==> config.mk <==
export PLATFORM = sky130hd
export DESIGN_NAME = word_sprite_ctrl
export DESIGN_NICKNAME = d
export VERILOG_FILES = /design/src/rtl/word_sprite_ctrl.sv
export SDC_FILE = /design/constraint.sdc
export NUM_CORES = 1
export LEC_CHECK = 0
export CAP_MARGIN = 15
export CELL_PAD_IN_SITES_DETAIL_PLACEMENT = 0
export CELL_PAD_IN_SITES_GLOBAL_PLACEMENT = 1
export CORE_MARGIN = 10
export CORE_UTILIZATION = 32
export CTS_CLUSTER_DIAMETER = 200
export DETAILED_ROUTE_END_ITERATION = 10
export GPL_ROUTABILITY_DRIVEN = 0
export PLACE_DENSITY_LB_ADDON = 0.1
export SLEW_MARGIN = 30
export SYNTH_ARGS = -nofsm -noshare
export SYNTH_HDL_FRONTEND = slang
export SYNTH_SLANG_ARGS = --single-unit
==> constraint.sdc <==
create_clock -name Clk -period 4.9 [get_ports Clk]
set_input_delay 0.98 -clock Clk [delete_from_list [all_inputs] [get_ports Clk]]
set_output_delay 0.98 -clock Clk [all_outputs]
set_load 0.005 [all_outputs]
==> src/rtl/word_sprite_ctrl.sv <==
// word_sprite_ctrl: draws a 4-bit-indexed word sprite (title/banner text) into the VGA
// pixel path.
//
// Pipeline:
//   stage 0 - box test on DrawX/DrawY, ROM address generation, in_box registered as v1
//   stage 1 - ROM index drives the palette, transparency and visibility applied, result
//             registered into sprite_on / red / green / blue
//   Total latency from DrawX/DrawY to sprite_on/RGB is 2 Clk.
//
// A frame-synchronous HIDDEN/BLINK/SHOWN state machine gates visibility. show/hide
// requests are latched and only applied on frame_tick, so a frame never mixes states.
//
// Ports:
//   Clk, Reset_n          pixel clock, asynchronous active-low reset
//   DrawX, DrawY          current pixel column/row
//   frame_tick            one-cycle pulse at start of vertical blanking
//   show, hide            one-cycle display/remove requests (hide wins)
//   rom_addr, rom_data    sprite ROM address out (comb), palette index back (1-cycle latency)
//   pal_index             index to the palette (comb); pal_red/green/blue come back
//   sprite_on, red/green/blue  registered sprite pixel flag and colour
//   state                 00 HIDDEN, 01 BLINK, 10 SHOWN
module word_sprite_ctrl #(
    parameter logic [9:0]  POS_X        = 10'd200,
    parameter logic [9:0]  POS_Y        = 10'd120,
    parameter int unsigned WIDTH        = 240,
    parameter int unsigned HEIGHT       = 40,
    parameter int unsigned ADDR_W       = 14,
    parameter int unsigned BLINK_FRAMES = 15,
    parameter int unsigned BLINK_COUNT  = 6
) (
    input  logic              Clk,
    input  logic              Reset_n,
    input  logic [9:0]        DrawX,
    input  logic [9:0]        DrawY,
    input  logic              frame_tick,
    input  logic              show,
    input  logic              hide,
    output logic [ADDR_W-1:0] rom_addr,
    input  logic [3:0]        rom_data,
    output logic [3:0]        pal_index,
    input  logic [3:0]        pal_red,
    input  logic [3:0]        pal_green,
    input  logic [3:0]        pal_blue,
    output logic              sprite_on,
    output logic [3:0]        red,
    output logic [3:0]        green,
    output logic [3:0]        blue,
    output logic [1:0]        state
);

    localparam int unsigned FramesW = $clog2(BLINK_FRAMES + 1);
    localparam int unsigned TogW    = $clog2(BLINK_COUNT + 1);

    typedef enum logic [1:0] {
        StHidden = 2'b00,
        StBlink  = 2'b01,
        StShown  = 2'b10
    } state_e;

    // ------------------------------------------------------------------
    // Stage 0: box test and ROM address
    // ------------------------------------------------------------------
    logic [10:0]       x_ext, y_ext;
    logic [10:0]       x_lo, x_hi, y_lo, y_hi;
    logic              in_box;
    logic [9:0]        rel_x, rel_y;
    logic [ADDR_W-1:0] addr_lin;

    // Compare in 11 bits so POS + size cannot wrap past 1023.
    assign x_ext = {1'b0, DrawX};
    assign y_ext = {1'b0, DrawY};
    assign x_lo  = {1'b0, POS_X};
    assign y_lo  = {1'b0, POS_Y};
    assign x_hi  = {1'b0, POS_X} + 11'(WIDTH);
    assign y_hi  = {1'b0, POS_Y} + 11'(HEIGHT);

    assign in_box = (x_ext >= x_lo) && (x_ext < x_hi) &&
                    (y_ext >= y_lo) && (y_ext < y_hi);

    assign rel_x    = DrawX - POS_X;
    assign rel_y    = DrawY - POS_Y;
    // Computed directly at ADDR_W bits: truncation is modulo 2^ADDR_W either way.
    assign addr_lin = ADDR_W'(rel_y) * ADDR_W'(WIDTH) + ADDR_W'(rel_x);

    // The ROM latches this address on the next edge, so it stays combinational to keep
    // the total latency at 2. Held at 0 while reset is asserted.
    assign rom_addr = (in_box && Reset_n) ? addr_lin : '0;

    // ------------------------------------------------------------------
    // Frame-synchronous visibility state machine
    // ------------------------------------------------------------------
    state_e             state_q, state_d;
    logic               visible_q, visible_d;
    logic [FramesW-1:0] frames_q, frames_d;
    logic [TogW-1:0]    toggles_q, toggles_d;
    logic               show_pend_q, show_pend_d;
    logic               hide_pend_q, hide_pend_d;
    logic               show_req, hide_req;

    // A request arriving on the frame_tick cycle itself is applied on that tick.
    assign show_req = show_pend_q | show;
    assign hide_req = hide_pend_q | hide;

    always_comb begin
        state_d     = state_q;
        visible_d   = visible_q;
        frames_d    = frames_q;
        toggles_d   = toggles_q;
        show_pend_d = show_req;
        hide_pend_d = hide_req;

        if (frame_tick) begin
            show_pend_d = 1'b0;
            hide_pend_d = 1'b0;
            if (hide_req) begin
                state_d   = StHidden;
                visible_d = 1'b0;
                frames_d  = '0;
                toggles_d = '0;
            end else if (show_req) begin
                // Entering or restarting the blink sequence.
                state_d   = StBlink;
                visible_d = 1'b1;
                frames_d  = '0;
                toggles_d = '0;
            end else begin
                unique case (state_q)
                    StBlink: begin
                        if (frames_q == FramesW'(BLINK_FRAMES - 1)) begin
                            frames_d  = '0;
                            visible_d = ~visible_q;
                            toggles_d = toggles_q + 1'b1;
                            if (toggles_d == TogW'(BLINK_COUNT)) begin
                                state_d   = StShown;
                                visible_d = 1'b1;
                            end
                        end else begin
                            frames_d = frames_q + 1'b1;
                        end
                    end
                    StShown: begin
                        visible_d = 1'b1;
                    end
                    default: begin
                        // StHidden, and recovery from the unused encoding.
                        state_d   = StHidden;
                        visible_d = 1'b0;
                    end
                endcase
            end
        end
    end

    // ------------------------------------------------------------------
    // Stage 1: palette lookup, transparency, visibility
    // ------------------------------------------------------------------
    logic       v1_q, v1_d;
    logic       sprite_on_q, sprite_on_d;
    logic [3:0] red_q, red_d;
    logic [3:0] green_q, green_d;
    logic [3:0] blue_q, blue_d;

    assign v1_d      = in_box;
    assign pal_index = v1_q ? rom_data : 4'd0;

    always_comb begin
        // Index 0 is the transparent colour.
        sprite_on_d = v1_q && visible_q && (rom_data != 4'd0);
        red_d       = 4'd0;
        green_d     = 4'd0;
        blue_d      = 4'd0;
        if (sprite_on_d) begin
            red_d   = pal_red;
            green_d = pal_green;
            blue_d  = pal_blue;
        end
    end

    // ------------------------------------------------------------------
    // State registers
    // ------------------------------------------------------------------
    always_ff @(posedge Clk or negedge Reset_n) begin
        if (!Reset_n) begin
            state_q     <= StHidden;
            visible_q   <= 1'b0;
            frames_q    <= '0;
            toggles_q   <= '0;
            show_pend_q <= 1'b0;
            hide_pend_q <= 1'b0;
            v1_q        <= 1'b0;
            sprite_on_q <= 1'b0;
            red_q       <= 4'd0;
            green_q     <= 4'd0;
            blue_q      <= 4'd0;
        end else begin
            state_q     <= state_d;
            visible_q   <= visible_d;
            frames_q    <= frames_d;
            toggles_q   <= toggles_d;
            show_pend_q <= show_pend_d;
            hide_pend_q <= hide_pend_d;
            v1_q        <= v1_d;
            sprite_on_q <= sprite_on_d;
            red_q       <= red_d;
            green_q     <= green_d;
            blue_q      <= blue_d;
        end
    end

    assign sprite_on = sprite_on_q;
    assign red       = red_q;
    assign green     = green_q;
    assign blue      = blue_q;
    assign state     = state_q;

endmodule
==> results <==
metal layers:
layer	track usage, %	vias up	routed length (µm)
met3	3.745	2	466
met5	0	-	0
met1	16.92	1139	3449
li1	-	1260	-
met4	1.394	0	21
met2	18.57	56	3418
worst max-delay path: stages:
cell	delay, ns
buf_8	0.11
fa_1	0.52
fa_2	0.60
inv_2	0.05
fa_2	0.52
inv_2	0.04
ha_4	0.31
nand2_4	0.06
o21ai_4	0.17
o41ai_4	0.11
nor4_2	0.27
xnor3_1	0.27
nor2_1	0.11
buf_2	0.13
cell type report:
class / instances / area [µm²]
flip-flops and latches: 26 / 650.6
multi-input cells: 227 / 2068
repair buffers: 137 / 1201
inverters: 36 / 135.1
fillers: 737 / 3530
clock buffers: 4 / 55.05
well taps: 102 / 127.6
power groups by stage:
stage | clock network (mW) | registers (mW) | logic [mW]
after floorplan | 0 | 0.225 | 0.490
after global placement | 0 | 0.225 | 0.793
after detailed placement | 0 | 0.225 | 0.794
after CTS | 0.145 | 0.221 | 0.946
after global routing | 0.152 | 0.222 | 1.09
final | 0.138 | 0.221 | 1.00
kinds of logic after synthesis:
| logic type | Yosys count | share of synthesized area (%) |
|---|---|---|
| muxes | 2 | 0.8309 |
| AOI/OAI and AO/OA | 57 | 15.54 |
| and+or+nand+nor | 106 | 20.92 |
| DFF | 26 | 25.42 |
| xor gates and xnor gates | 25 | 9.628 |
| buffers and inverters | 41 | 6.354 |
| adders and majority gates | 37 | 21.31 |
registers in the layout, summed over array words and instances (netlist names), 2 cells and up:
register	count
blue	4
frames_q	4
green	4
red	4
toggles_q	3
state	2
what timing repair did:
item,4_1_cts,5_1_grt
resized for setup,95,24
pin swaps,29,12
endpoints found under the setup margin,7,8
buffers inserted,7,3
placed cells by master, fill, tap and decap left out, drive strengths merged, types with 3 or more instances in the layout:
master and n:
nand3 6, a21o 4, nand2 25, ha 26
nor2 27, dfrtp 26, xor2 11, xnor2 12
and3 8, a21boi 3, a211oi 4, nor4 3
nand2b 5, inv 36, buf 77, clkdlybuf4s50 58
nor3 3, clkbuf 4, and2 17, o21bai 3
o21ai 20, a21oi 8, fa 11
worst max path at each step:
stage,start,slack [ns],to
floorplan,DrawY[3],-0.03,rom_addr[13]
global placement,DrawY[3],-1.27,rom_addr[13]
detailed placement,DrawY[3],-1.43,rom_addr[13]
CTS,DrawY[1],-0.41,rom_addr[13]
global route,DrawY[1],-0.44,rom_addr[13]
finish,DrawY[1],-0.33,rom_addr[13]
per-stage QoR:
step / hold slack, ns / setup WS [ns]
after floorplan: 0.4668 / -0.02853
after global placement: 0.4957 / -1.271
after detailed placement: 0.5129 / -1.426
after CTS: 0.5327 / -0.4077
after global routing: 0.5677 / -0.4391
final: 0.5264 / -0.3347
==> results.py <==
metrics = {
    "placement": {
        "hpwl_um": 6085,
        "placed_area_mm2": 0.003889,
        "dp.cells": 519,
        "port_buffers": 73,
    },
    "yosys": {
        "synth_top_area_share_pct": 25.42,
        "synth_top_cells_by_area": "dfrtp_1, ha_1, fa_1",
        "synth-seq-cells": 26,
        "synth.distinct_cells": 47,
        "ys_async_sr_fraction_pct": 100.0,
        "synth_edf_count": 0,
        "synth_flop_cell": "dfrtp_1",
        "synth_fp_nets": 372,
        "synth_top_area_cell": "dfrtp_1",
        "syn_inst": 294,
        "yosys_warnings": 0,
        "netlist_area_mm2": 0.002560,
        "synth_common_cells": "inv_1, nor2_1, dfrtp_1, ha_1, nand2_1",
        "syn_avg_cell_area_um2": 8.707,
        "synth_most_common_cell": "inv_1",
        "yosysSeqAreaShare_pct": 25.42,
    },
    "setup_path": {
        "rr_worst_depth": 7,
        "crit_required_ns": 3.92,
        "cp-start-kind": "input pin",
        "r2r_start": "frames_q[0]",
        "reg2reg_slack_ns": 3.10,
        "worstSetupPathType": "input pin to output pin",
        "worstPathArrival_ns": 4.25,
        "critical_path.max_fanout": 4,
        "endpoint_kind": "output pin",
        "r2r_end": "state[1]",
    },
    "sta": {
        "final-hold-violation-count": 0,
        "worst_clock_skew_ns": 0.009872,
        "slew_headroom_pct": 53.38,
        "tightest_slew_ns": 0.6967,
        "fmax_ghz": 0.1910,
        "setup_viol": 5,
        "fin_tns_setup_ns": -1.067,
        "period_minus_slack_ns": 5.235,
        "setup_slack_ns": -0.3347,
        "min_period_over_period_pct": 106.8,
        "drv_slew": 0,
        "grt_setup_unrepaired": "true",
    },
    "grt": {
        "grt_pass1_vias": 2455,
        "grt_max_degree": 22,
        "track_usage_pct": 12.15,
        "grt_pass1_wl_um": 11940,
        "antenna_found_initial": 0,
        "gr-total-overflow": 0,
    },
    "pwr": {
        "seqPwrFrac_pct": 16.2,
        "power_leakage_nw": 1.976,
        "pwr-share-comb_pct": 73.6,
        "p_sw_share_pct": 38.35,
        "p_int_uw": 838.8,
        "total_power_mw": 1.361,
        "p_sw_uw": 521.8,
        "p_clk_share_pct": 10.2,
        "cellPowerDensity_mw_per_mm2": 321.1,
        "vdd_ir_drop_max_mv": 0.2447,
    },
    "clock_tree": {
        "clockRootBuffer": "clkbuf_8",
        "cts_made_buffers": 3,
        "htreeDepth": 1,
        "cts_tree": "done",
        "worst_skew_pair.late_latency_ns": 0.27,
        "cts_hold_repair.buffers": 0,
        "clock_path_buffers": 2,
        "path_clk_slew_ns": 0.09,
        "cts.sinks": 26,
    },
    "worst_hold_path": {
        "holdPathEnd": "toggles_q[0]",
        "worstHoldStart": "toggles_q[0]",
        "hold_class": "register to register",
        "min_path_cells": 1,
    },
    "die": {
        "die_h_um": 109.4,
        "io_pins": 74,
        "num_rows": 32,
        "core_area_mm2": 0.007767,
        "fp.dieArea_mm2": 0.01198,
        "initial_utilization_pct": 32.96,
        "die_w_um": 109.4,
    },
    "route": {
        "routed_via_density": 4.618,
        "drtIter0Drc": 79,
        "route.detailed.drc": 0,
        "dr_total_vias": 2457,
        "antenna_left": 0,
        "wl_per_cell_um": 13.83,
        "drt-pass1-iter-count": 4,
        "wl_um": 7357,
    },
    "cells_and_area": {
        "fin_util_pct": 54.56,
        "area_growth_pct": 65.54,
        "fin_area_mm2": 0.004238,
        "instances_no_fill": 532,
        "drive_above_1_share_pct": 30.00,
        "antenna_cells_inserted": 0,
        "nets": 509,
    },
    "status": {
        "violations": "setup timing",
        "status": "finished with violations",
    },
    "run": {
        "drv_cap": 0,
    },
}
No activity file was read; power rests on OpenSTA's default activity.
